### config.mk
export PLATFORM = sky130hd
export DESIGN_NAME = jk_reg_sequencer
export DESIGN_NICKNAME = d
export VERILOG_FILES = /design/src/rtl/jk_seq_pkg.sv /design/src/rtl/jk_cell.sv /design/src/rtl/jk_reg_sequencer.sv
export SDC_FILE = /design/constraint.sdc
export NUM_CORES = 1
export LEC_CHECK = 0
export CORE_MARGIN = 10
export CORE_UTILIZATION = 50
export DETAILED_ROUTE_END_ITERATION = 8
export PLACE_DENSITY = 0.8
export SLEW_MARGIN = 20
export SYNTH_ARGS = -nofsm -noshare
export SYNTH_HDL_FRONTEND = slang
export SYNTH_SLANG_ARGS = --single-unit
### constraint.sdc
create_clock -name clk -period 5.1 [get_ports clk]
set_clock_uncertainty 0.2 [all_clocks]
set_input_delay 1.02 -clock clk [delete_from_list [all_inputs] [get_ports clk]]
set_output_delay 1.02 -clock clk [all_outputs]
set_load 0.005 [all_outputs]
### src/rtl/jk_seq_pkg.sv
// rtl/jk_seq_pkg.sv - shared opcodes and FSM encoding for the JK register sequencer
//
// Purpose: opcode constants, controller state type and a small opcode
// classification helper shared by the sequencer top and its testbench model.
// Ports: none (package).
package jk_seq_pkg;

  localparam logic [2:0] OP_NOP    = 3'b000;
  localparam logic [2:0] OP_CLEAR  = 3'b001;
  localparam logic [2:0] OP_SET    = 3'b010;
  localparam logic [2:0] OP_LOAD   = 3'b011;
  localparam logic [2:0] OP_CNT_UP = 3'b100;
  localparam logic [2:0] OP_CNT_DN = 3'b101;
  localparam logic [2:0] OP_TOGGLE = 3'b110;
  localparam logic [2:0] OP_RSVD   = 3'b111;

  typedef enum logic [1:0] {
    IDLE  = 2'd0,
    EXEC  = 2'd1,
    COUNT = 2'd2,
    DONE  = 2'd3
  } state_t;

  function automatic logic is_count_op(input logic [2:0] op);
    return (op == OP_CNT_UP) || (op == OP_CNT_DN);
  endfunction

endpackage

### src/rtl/jk_cell.sv
// rtl/jk_cell.sv - one JK storage bit built from an SR flop with J/K steering
//
// Purpose: single bit of the JK bank. S = j & ~q and R = k & q, so set and
// reset can never be asserted together; j = k = 1 toggles, j = k = 0 holds.
// Ports:
//   clk  in   rising-edge clock
//   rst  in   asynchronous active-high reset (q -> 0)
//   j    in   J steering input
//   k    in   K steering input
//   q    out  stored bit
module jk_cell (
  input  logic clk,
  input  logic rst,
  input  logic j,
  input  logic k,
  output logic q
);

  logic r_q;
  logic w_s;
  logic w_r;

  // Steering gates against the current state keep S and R mutually exclusive.
  assign w_s = j & ~r_q;
  assign w_r = k & r_q;

  always_ff @(posedge clk or posedge rst) begin
    if (rst) begin
      r_q <= 1'b0;
    end else if (w_s) begin
      r_q <= 1'b1;
    end else if (w_r) begin
      r_q <= 1'b0;
    end
  end

  assign q = r_q;

endmodule

### src/rtl/jk_reg_sequencer.sv
// rtl/jk_reg_sequencer.sv - command-driven controller for a WIDTH-bit JK register bank
//
// Purpose: accepts one op at a time over cmd_valid/cmd_ready and drives per-bit
// J/K to clear, set, load, toggle or count the JK bank.
// Optional feature macro: JKSEQ_TC_STICKY_EN adds tc_clr input and tc_sticky output.
// Ports:
//   clk        in   rising-edge clock
//   rst        in   asynchronous active-high reset
//   cmd_valid  in   command present
//   cmd_ready  out  command accepted this cycle when high (IDLE only)
//   cmd_op     in   3-bit opcode
//   cmd_data   in   load value / toggle mask
//   cmd_len    in   number of count steps
//   abort      in   stop an in-progress count after the current step
//   q          out  JK bank contents
//   busy       out  high in EXEC and COUNT
//   done       out  one-cycle completion pulse
//   tc         out  one-cycle pulse after q wraps
//   err        out  one-cycle pulse on completion of reserved opcode
//   tc_clr     in   (JKSEQ_TC_STICKY_EN) clear sticky wrap flag
//   tc_sticky  out  (JKSEQ_TC_STICKY_EN) sticky wrap flag
module jk_reg_sequencer
  import jk_seq_pkg::*;
#(
  parameter int WIDTH = 4,
  parameter int LEN_W = 8
) (
  input  logic             clk,
  input  logic             rst,
  input  logic             cmd_valid,
  output logic             cmd_ready,
  input  logic [2:0]       cmd_op,
  input  logic [WIDTH-1:0] cmd_data,
  input  logic [LEN_W-1:0] cmd_len,
  input  logic             abort,
  output logic [WIDTH-1:0] q,
  output logic             busy,
  output logic             done,
  output logic             tc,
  output logic             err
`ifdef JKSEQ_TC_STICKY_EN
  ,
  input  logic             tc_clr,
  output logic             tc_sticky
`endif
);

  state_t           r_state;
  state_t           w_next;
  logic [2:0]       r_op;
  logic [WIDTH-1:0] r_data;
  logic [LEN_W-1:0] r_rem;
  logic             r_tc;

  logic [WIDTH-1:0] w_q;
  logic [WIDTH-1:0] w_j;
  logic [WIDTH-1:0] w_k;
  logic [WIDTH-1:0] w_carry;
  logic             w_accept;
  logic             w_up;
  logic             w_last;
  logic             w_wrap;

  assign w_accept = cmd_valid && (r_state == IDLE);
  assign w_up     = (r_op == OP_CNT_UP);
  assign w_last   = abort || (r_rem == LEN_W'(1));

  // State register
  always_ff @(posedge clk or posedge rst) begin
    if (rst) begin
      r_state <= IDLE;
    end else begin
      r_state <= w_next;
    end
  end

  // Next-state logic; a zero-length count runs as a NOP through EXEC.
  always_comb begin
    w_next = r_state;
    case (r_state)
      IDLE:    if (cmd_valid) w_next = (is_count_op(cmd_op) && (cmd_len != '0)) ? COUNT : EXEC;
      EXEC:    w_next = DONE;
      COUNT:   if (w_last) w_next = DONE;
      DONE:    w_next = IDLE;
      default: w_next = IDLE;
    endcase
  end

  // FSM outputs
  always_comb begin
    cmd_ready = (r_state == IDLE);
    busy      = (r_state == EXEC) || (r_state == COUNT);
    done      = (r_state == DONE);
    err       = (r_state == DONE) && (r_op == OP_RSVD);
  end

  // Command latch and remaining-step counter
  always_ff @(posedge clk or posedge rst) begin
    if (rst) begin
      r_op   <= OP_NOP;
      r_data <= '0;
      r_rem  <= '0;
    end else if (w_accept) begin
      r_op   <= (is_count_op(cmd_op) && (cmd_len == '0)) ? OP_NOP : cmd_op;
      r_data <= cmd_data;
      r_rem  <= cmd_len;
    end else if (r_state == COUNT) begin
      r_rem  <= r_rem - LEN_W'(1);
    end
  end

  // Ripple toggle enables: bit i toggles when all lower bits are 1 (up) or 0 (down).
  always_comb begin
    logic v_run;
    v_run   = 1'b1;
    w_carry = '0;
    for (int i = 0; i < WIDTH; i++) begin
      w_carry[i] = v_run;
      v_run      = v_run & (w_up ? w_q[i] : ~w_q[i]);
    end
  end

  // Per-bit J/K decode; everything outside EXEC/COUNT holds the bank.
  always_comb begin
    w_j = '0;
    w_k = '0;
    if (r_state == EXEC) begin
      case (r_op)
        OP_CLEAR:  w_k = '1;
        OP_SET:    w_j = '1;
        OP_LOAD:   begin w_j = r_data; w_k = ~r_data; end
        OP_TOGGLE: begin w_j = r_data; w_k = r_data;  end
        default:   begin w_j = '0; w_k = '0; end
      endcase
    end else if (r_state == COUNT) begin
      w_j = w_carry;
      w_k = w_carry;
    end
  end

  for (genvar gi = 0; gi < WIDTH; gi++) begin : g_bit
    jk_cell u_cell (
      .clk (clk),
      .rst (rst),
      .j   (w_j[gi]),
      .k   (w_k[gi]),
      .q   (w_q[gi])
    );
  end

  // The step about to happen wraps when q is at its extreme in the count direction.
  assign w_wrap = (r_state == COUNT) && (w_up ? (&w_q) : (~|w_q));

  always_ff @(posedge clk or posedge rst) begin
    if (rst) begin
      r_tc <= 1'b0;
    end else begin
      r_tc <= w_wrap;
    end
  end

  assign q  = w_q;
  assign tc = r_tc;

`ifdef JKSEQ_TC_STICKY_EN
  logic r_tc_sticky;

  // Set wins over clear so a wrap coinciding with tc_clr is not lost.
  always_ff @(posedge clk or posedge rst) begin
    if (rst) begin
      r_tc_sticky <= 1'b0;
    end else if (r_tc) begin
      r_tc_sticky <= 1'b1;
    end else if (tc_clr) begin
      r_tc_sticky <= 1'b0;
    end
  end

  assign tc_sticky = r_tc_sticky;
`endif

endmodule
# [Yosys cells after proc, flatten, opt, wreduce, memory -nomap -nowiden]
# Cells that the tools add are included.
[classes] n_reduce_logical=21 n_mux=24 n_addsub=1 n_eq_ne=14 bitwise=15
[op_table] operator="$mux W8" count=2
[op_table] operator="$eq A3 B3 Y1 const B" count=5
[op_table] operator="$mux W1" count=12
[op_table] operator="$mux W4" count=3
[op_table] operator="$pmux W4 S3" count=1
[op_table] operator="$and A1 B1 Y1" count=10
[op_table] operator="$reduce_bool A2 Y1" count=5
[op_table] operator="$eq A8 B1 Y1 const B" count=1
[op_table] operator="$logic_not A8 Y1" count=1
[op_table] operator="$pmux W2 S4" count=1
[op_table] operator="$pmux W4 S2" count=1
[op_table] operator="$reduce_bool A8 Y1" count=1
[op_table] operator="$sub A8 B1 Y8 const B" count=1
[op_table] operator="$eq A3 B2 Y1 const B" count=2
[op_table] operator="$mux W2" count=3
[op_table] operator="$logic_and A1 B1 Y1" count=5
[op_table] operator="$eq A2 B2 Y1 const B" count=2
[op_table] operator="$ne A2 B2 Y1 const B" count=2
[op_table] operator="$not A1 Y1" count=4
[op_table] operator="$not A4 Y4" count=1
[op_table] operator="$reduce_and A4 Y1" count=1
[op_table] operator="$reduce_or A4 Y1" count=1
[op_table] operator="$eq A3 B1 Y1 const B" count=1
[op_table] operator="$logic_or A1 B1 Y1" count=3
[op_table] operator="other kinds (6)" count=6
[totals] wordCells=84 register_bits=22

# [Depth between registers and ports, before layout]
# Gate-level depths: netlist of the first run.
[depth] word_depth=9 depth_mapped=7 depth_no_buf=6

# [Hierarchy]
# From an unflattened synthesis of the first run, not the netlist that was laid out.
[unflattened] hier_cells=153 area_unflattened_um2=1346.3
[by_module_without_submodules] mod="jk_reg_sequencer" area_each_um2=1196.1 n_inst=1 seq_area_each_um2=450.4 cells_per_inst=137
[by_module_without_submodules] mod="jk_cell" area_each_um2=37.5 n_inst=4 seq_area_each_um2=25.0 cells_per_inst=4

# [Worst setup path after synthesis of the first run]
# No wires, ideal clock.
[synth_timing] path_kind="input -> register" from="input cmd_valid" to="register r_data[2]" t_arrival_ns=1.806 required_time_ns=4.775 path_slack_ns=2.970 path_buffers=1 cell_stages=3 setup_ns=0.125 path_cell_list="nand2_1 clkbuf_1 mux2_2"
[synth_via] elab_chain_cells=1
[synth_lines] item="start: declaration" line="jk_reg_sequencer.sv:30" source="input logic cmd_valid,"
[synth_lines] item="$logic_and A1 B1 Y1" line="jk_reg_sequencer.sv:64" source="assign w_accept = cmd_valid && (r_state == IDLE);"
[synth_lines] item="end signal: assignment" line="jk_reg_sequencer.sv:105" source="r_data <= cmd_data;"
[synth_lines] item="end: declaration" line="jk_reg_sequencer.sv:51" source="logic [WIDTH-1:0] r_data;"
# No other way between the ends.
# A chain may end at the register's enable or synchronous reset.

# [Worst setup path in the final report of the first run]
[layout_timing] from="register r_op[0]" to="output err"
[layout_via] elab_chain_cells=2
[layout_lines] item="start: declaration" line="jk_reg_sequencer.sv:50" source="logic [2:0] r_op;"
[layout_lines] item="start signal: assignment" line="jk_reg_sequencer.sv:104" source="r_op <= (is_count_op(cmd_op) && (cmd_len == '0)) ? OP_NOP : cmd_op;"
[layout_lines] item="$eq A3 B3 Y1" line="jk_reg_sequencer.sv:94" source="err = (r_state == DONE) && (r_op == OP_RSVD);"
[layout_lines] item="$logic_and A1 B1 Y1" line="jk_reg_sequencer.sv:94"
[layout_lines] item="end: declaration" line="jk_reg_sequencer.sv:40" source="output logic err"
# No other way between the ends.

==> results_dict.tcl, run 1 <==
set metrics [dict create \
    drive_above_1_share 0.104 \
    core-area_um2 2760 \
    p_seq_frac 0.381 \
    dpl_cell_area_um2 1680 \
    start_util 0.524 \
    clk_latency_ns 0.31 \
    hold_slack_ns 0.322 \
    post_drt_via_cell_ratio 5.51 \
    vias 1124 \
    io_buffers 27 \
    grt_pass1_vias 1140 \
    hpwl_um 2330 \
    dp.cells 200 \
    synthArstFlopShare 1.00 \
    grt-ovfl-total 0 \
    finalCritPeriodShare 0.569 \
    r2r_slack_ns 3.03 \
    ys_seq_area_frac 0.381 \
    grt_max_degree 24 \
    status "completed" \
    drv_cap 0 \
    post_cts_resize_count 0 \
    power_frac_comb 0.517 \
    p_leak_nw 0.738 \
    cts_max_level 1 \
    ant_nets 0 \
    wirelength_um 2900 \
    gp_congestion 0.861 \
    grt_pass1_wl_um 4960 \
    crit_fanout 10 \
    drv_slew 0 \
    cts_made_buffers 3 \
    report.final.hold_viol_count 0 \
    min_delay_path_depth 1 \
    synthFlopType "dfrtp_1" \
    min_to "g_bit[1].u_cell.q" \
    hp-class "register to register" \
    total_power_uw 960 \
    max-vdd-ir-drop_uv 414 \
    rsz0062_at_grt "false" \
    drt_iter0_drc 44 \
    clock_sinks 22 \
    internal_power_uw 580 \
    dr.pass1.iters 4 \
    clock-root-buffer "clkbuf_4" \
    fin_nets 200 \
    synth_nets 178 \
    timing.rr.start "r_state[0]" \
    rows 19 \
    cp_cell_sequence "and4_2, clkdlybuf4s50_1" \
    endpoint_kind "primary output" \
    cts_tree "built" \
    hold_start "g_bit[1].u_cell.q" \
    drc 0 \
    critPathArrivalTime_ns 1.68 \
    power.share.switching 0.396 \
    setup_tns_ns 0 \
    start_kind "register" \
    ioPinCount 28 \
    clockPowerShare 0.102 \
    worst_pin_slew_ns 0.821 \
    synth_edf_count 0 \
    r2r_end "r_data[3]" \
    syn_area_um2 1450 \
    post_cts_buffers 0 \
    die-area_um2 5440 \
    die_y_um 73.8 \
    fin_area_um2 1720 \
    hold_buffers 0 \
    antennaDiodeCount 0 \
    crit_path_max_incr_delay_ns 0.59 \
    fmax_mhz 344 \
    synth_warnings 0 \
    clkTransAtPathRegs_ns 0.13 \
    die_x_um 73.8 \
    critPathKind "register to primary output" \
    finalNonFillerCells 204 \
    cp_slowest_cell "dfrtp_1" \
    final_util 0.623 \
    antenna_found_initial 0 \
    post_drt_wl_per_cell_um 14.2 \
    synth_cells 152 \
    setup_viol 0 \
    worstPathRequired_ns 3.88 \
    grtUsageTotal 0.112 \
    p_per_area_nw_per_um2 559 \
    clock_path_buffers 2 \
    syn_to_final_growth_pct 18.9 \
    power_switching_uw 381 \
    worst_slack_ns 2.20 \
    avgSynthCellArea_um2 9.51 \
    max_slew_margin 0.452 \
    fin_crit_ns 2.90 \
    post-place-ws_ns 2.33 \
    reg2reg_depth 4 \
    synthDistinctLibCells 41 \
    synth_seq_cells 22 \
]
## power groups by stage
stage,combinational (mW),sequential (mW),clock (mW)
6_report,0.497,0.366,0.0978
5_1_grt,0.553,0.388,0.107
4_1_cts,0.502,0.366,0.101
3_5_place_dp,0.499,0.371,0
3_3_place_gp,0.483,0.363,0
2_1_floorplan,0.429,0.322,0
## routing by layer
metal	vias to the layer above	wire [µm]	GRT usage
met4	0	42	0.0435
met5	-	0	0
met1	533	1290	0.131
li1	565	-	-
met2	21	1430	0.197
met3	5	130	0.0202
## cell families after synthesis
logic type               share of synthesized area
adder cells (fa/ha/maj)                     0.0814
XOR/XNOR                                    0.0424
buffers and inverters                       0.0814
AO/OA/AOI/OAI                                0.121
AND/OR/NAND/NOR                              0.182
multiplexers                                 0.111
flip-flops                                   0.381
## critical path, delay by kind of cell (launching register included)
family / cells / cell delay (ns)
buffers and inverters: 1 / 0.50
and+or+nand+nor: 1 / 0.28
DFF: 1 / 0.59
## Yosys cell counts (2+ instances only)
cell type | instances | area, µm²
clkbuf_1 | 2 | 7.51
nor4_1 | 5 | 31.3
a21oi_1 | 9 | 45.0
nand3_1 | 2 | 10.0
a2bb2oi_1 | 2 | 17.5
buf_6 | 2 | 22.5
nor2_1 | 16 | 60.1
mux2_2 | 7 | 78.8
inv_1 | 12 | 45.0
maj3_1 | 3 | 30.0
mux2i_1 | 7 | 70.1
xnor2_1 | 5 | 43.8
nor2b_1 | 2 | 12.5
buf_4 | 5 | 37.5
xor2_1 | 2 | 17.5
ha_1 | 7 | 87.6
nand2_1 | 17 | 63.8
dfrtp_1 | 22 | 551
a31oi_1 | 3 | 18.8
## area by class of cell
cell class	instances	area (µm²)
clock buffer	4	36.3
timing repair buffer	27	270
multi-input combinational	108	777
tap	31	38.8
inverter	12	45.0
fill	235	1040
sequential	22	551
## how the worst max path moves through the flow
stage,to,cells past startpoint,start,slack (ns)
after floorplan,r_data[2],3,cmd_valid,2.97
after global placement,r_data[3],3,cmd_valid,2.35
after detailed placement,r_data[3],3,cmd_valid,2.33
after CTS,err,2,r_op[0],2.18
after global routing,err,2,r_op[0],2.10
final,err,2,r_op[0],2.20
## state kept, by name (all words and copies together) (netlist names)
name / flops
r_rem: 8
r_data: 4
r_state: 2
tc: 1
g_bit.u_cell.q: 4
r_op: 3
## layout by cell type, fill, tap and decap left out, types with 2 or more instances in the layout
cell and count:
xnor2_1 5, inv_1 12, xor2_1 2, a21oi_1 9, clkbuf_4 3, dfrtp_1 22, maj3_1 3, ha_1 7
nor4_1 5, clkdlybuf4s50_1 27, a31oi_1 3, nand3_1 2, mux2_2 7, a2bb2oi_1 2, nor2_1 16, nor2b_1 2
nand2_1 17, mux2i_1 7
Power figures use the tool's default switching activity.
==> inputs of run 2 (changes only) <==
CORE_UTILIZATION = 46   (was 50)
PLACE_DENSITY = 0.78   (was 0.8)
clock period = 2.4 ns   (was 5.1 ns; I/O delays follow)
==> run 2 against run 1 <==
- count of clock-buffer cells in the layout fell by 1
- final cell count rose by 8.3%
- design area rose by 3.9%
- combinational power rose by 130%
- power rose by 120%
- worst hold slack got worse by 0.028 ns
- utilization fell by 3.4 points
- die area rose by 6.3%
- sequential share of layout area fell by 1.1 points
- first-iteration DRC count fell by 36%
- highest routed layer unchanged
- non-clock buffer count rose by 4
==> results_dict.tcl, run 2 (synthesis results as in run 1) <==
set metrics [dict create \
    max-vdd-ir-drop_uv 493 \
    grt_max_degree 23 \
    cts_max_level 1 \
    clk_latency_ns 0.31 \
    regMostFlops "r_rem" \
    p_per_area_nw_per_um2 1210 \
    die_y_um 76.1 \
    critPathKind "register to primary output" \
    fin_crit_ns 2.31 \
    max_slew_margin 0.628 \
    cts_tree "built" \
    fin_nets 204 \
    drt_iter0_drc 28 \
    grt-ovfl-total 0 \
    vias 1177 \
    gp_congestion 0.840 \
    largest_reg_flops 8 \
    post_drt_wl_per_cell_um 14.0 \
    dr.pass1.iters 4 \
    die-area_um2 5780 \
    drv_cap 0 \
    critPathArrivalTime_ns 1.63 \
    crit_fanout 10 \
    endpoint_kind "primary output" \
    final_util 0.589 \
    p_leak_nw 0.761 \
    dp.cells 216 \
    finalNonFillerCells 221 \
    ant_nets 0 \
    wirelength_um 3090 \
    grtUsageTotal 0.107 \
    clock_sinks 22 \
    rsz0062_at_grt "true" \
    finalCritPeriodShare 0.961 \
    clock_path_buffers 2 \
    rows 20 \
    cp_slowest_cell "dfrtp_1" \
    antenna_found_initial 0 \
    drive_above_1_share 0.136 \
    start_util 0.477 \
    post_drt_via_cell_ratio 5.33 \
    hpwl_um 2530 \
    syn_to_final_growth_pct 23.5 \
    layout_commonest_cell "clkdlybuf4s50_1" \
    grt_pass1_wl_um 5370 \
    status "completed" \
    timing.rr.start "r_state[0]" \
    ioPinCount 28 \
    setup_viol 0 \
    die_x_um 76.1 \
    hp-class "input port to asynchronous set/reset pin" \
    clock-root-buffer "clkbuf_4" \
    r2r_end "g_bit[2].u_cell.q" \
    report.final.hold_viol_count 0 \
    drc 0 \
    grt_pass1_vias 1231 \
    layout_common_cells "27 x clkdlybuf4s50_1, 21 x dfrtp_1, 17 x nand2_1" \
    crit_path_max_incr_delay_ns 0.54 \
    drv_slew 0 \
    worstPathRequired_ns 1.72 \
    r2r_slack_ns 0.35 \
    clkTransAtPathRegs_ns 0.12 \
    fmax_mhz 433 \
    start_kind "register" \
    core-area_um2 3030 \
    reg2reg_depth 6 \
    antennaDiodeCount 0 \
    hold_buffers 0 \
    cp_cell_sequence "and4_2, clkdlybuf4s50_1" \
    io_buffers 27 \
    worst_pin_slew_ns 0.557 \
    cts_made_buffers 3 \
]
run 2: worst max path at each step:
stage / slack, ns / to / start / cells after the start
finish: 0.09 / err / r_op[2] / 2
global route: -0.004 / busy / r_state[1] / 3
CTS: 0.05 / cmd_ready / r_state[1] / 3
detailed placement: 0.27 / r_rem[3] / cmd_valid / 5
global placement: 0.30 / r_rem[3] / cmd_valid / 5
floorplan: 0.57 / r_state[0] / r_state[0] / 7
run 2: timing repair:
| action | in CTS | in global routing |
|---|---|---|
| endpoints found under the setup margin | 0 | 3 |
| endpoints found under the hold margin | 0 | 0 |
| gates resized for setup | 0 | 2 |
| buffers inserted | 0 | 1 |
run 2: power by group:
| group | leakage [nW] | internal, mW | switching (mW) |
|---|---|---|---|
| logic | 0.479 | 0.617 | 0.509 |
| clock network | 0.0279 | 0.169 | 0.112 |
| registers | 0.254 | 0.552 | 0.199 |
| total | 0.761 | 1.34 | 0.820 |
run 2: stage by stage:
stage                     setup WS, ns  TNS (ns)  hold WS (ns)  cell area, µm²  power [mW]
final                           0.0928         0         0.294            1780        2.16
after global routing          -0.00393  -0.00393         0.311            1780        2.36
after CTS                       0.0474         0         0.294            1770        2.16
after detailed placement         0.275         0         0.320            1720        1.88
after global placement           0.302         0         0.289            1720        1.82
after floorplan                  0.571         0         0.269            1450        1.60
run 2: critical path: cells and delay by family (launching register included):
kind	cells	cell delay, ns
flops	1	0.54
simple gates	1	0.28
buf+inv	1	0.50
run 2: layer usage:
| metal | global-route usage | share of wire | vias to the layer above |
|---|---|---|---|
| met1 | 0.116 | 0.43 | 568 |
| met4 | 0.0297 | 0.0081 | 0 |
| met2 | 0.193 | 0.50 | 32 |
| met3 | 0.0342 | 0.058 | 4 |
| li1 | - | - | 573 |
| met5 | 0 | 0 | - |
run 2: layout make-up:
cell class / count / area [µm²]
clock inverters: 1 / 30.0
well taps: 44 / 55.1
multi-input cells: 108 / 779
clock buffers: 3 / 22.5
fillers: 287 / 1240
flip-flops and latches: 22 / 552
repair buffers: 31 / 300
inverters: 12 / 45.0
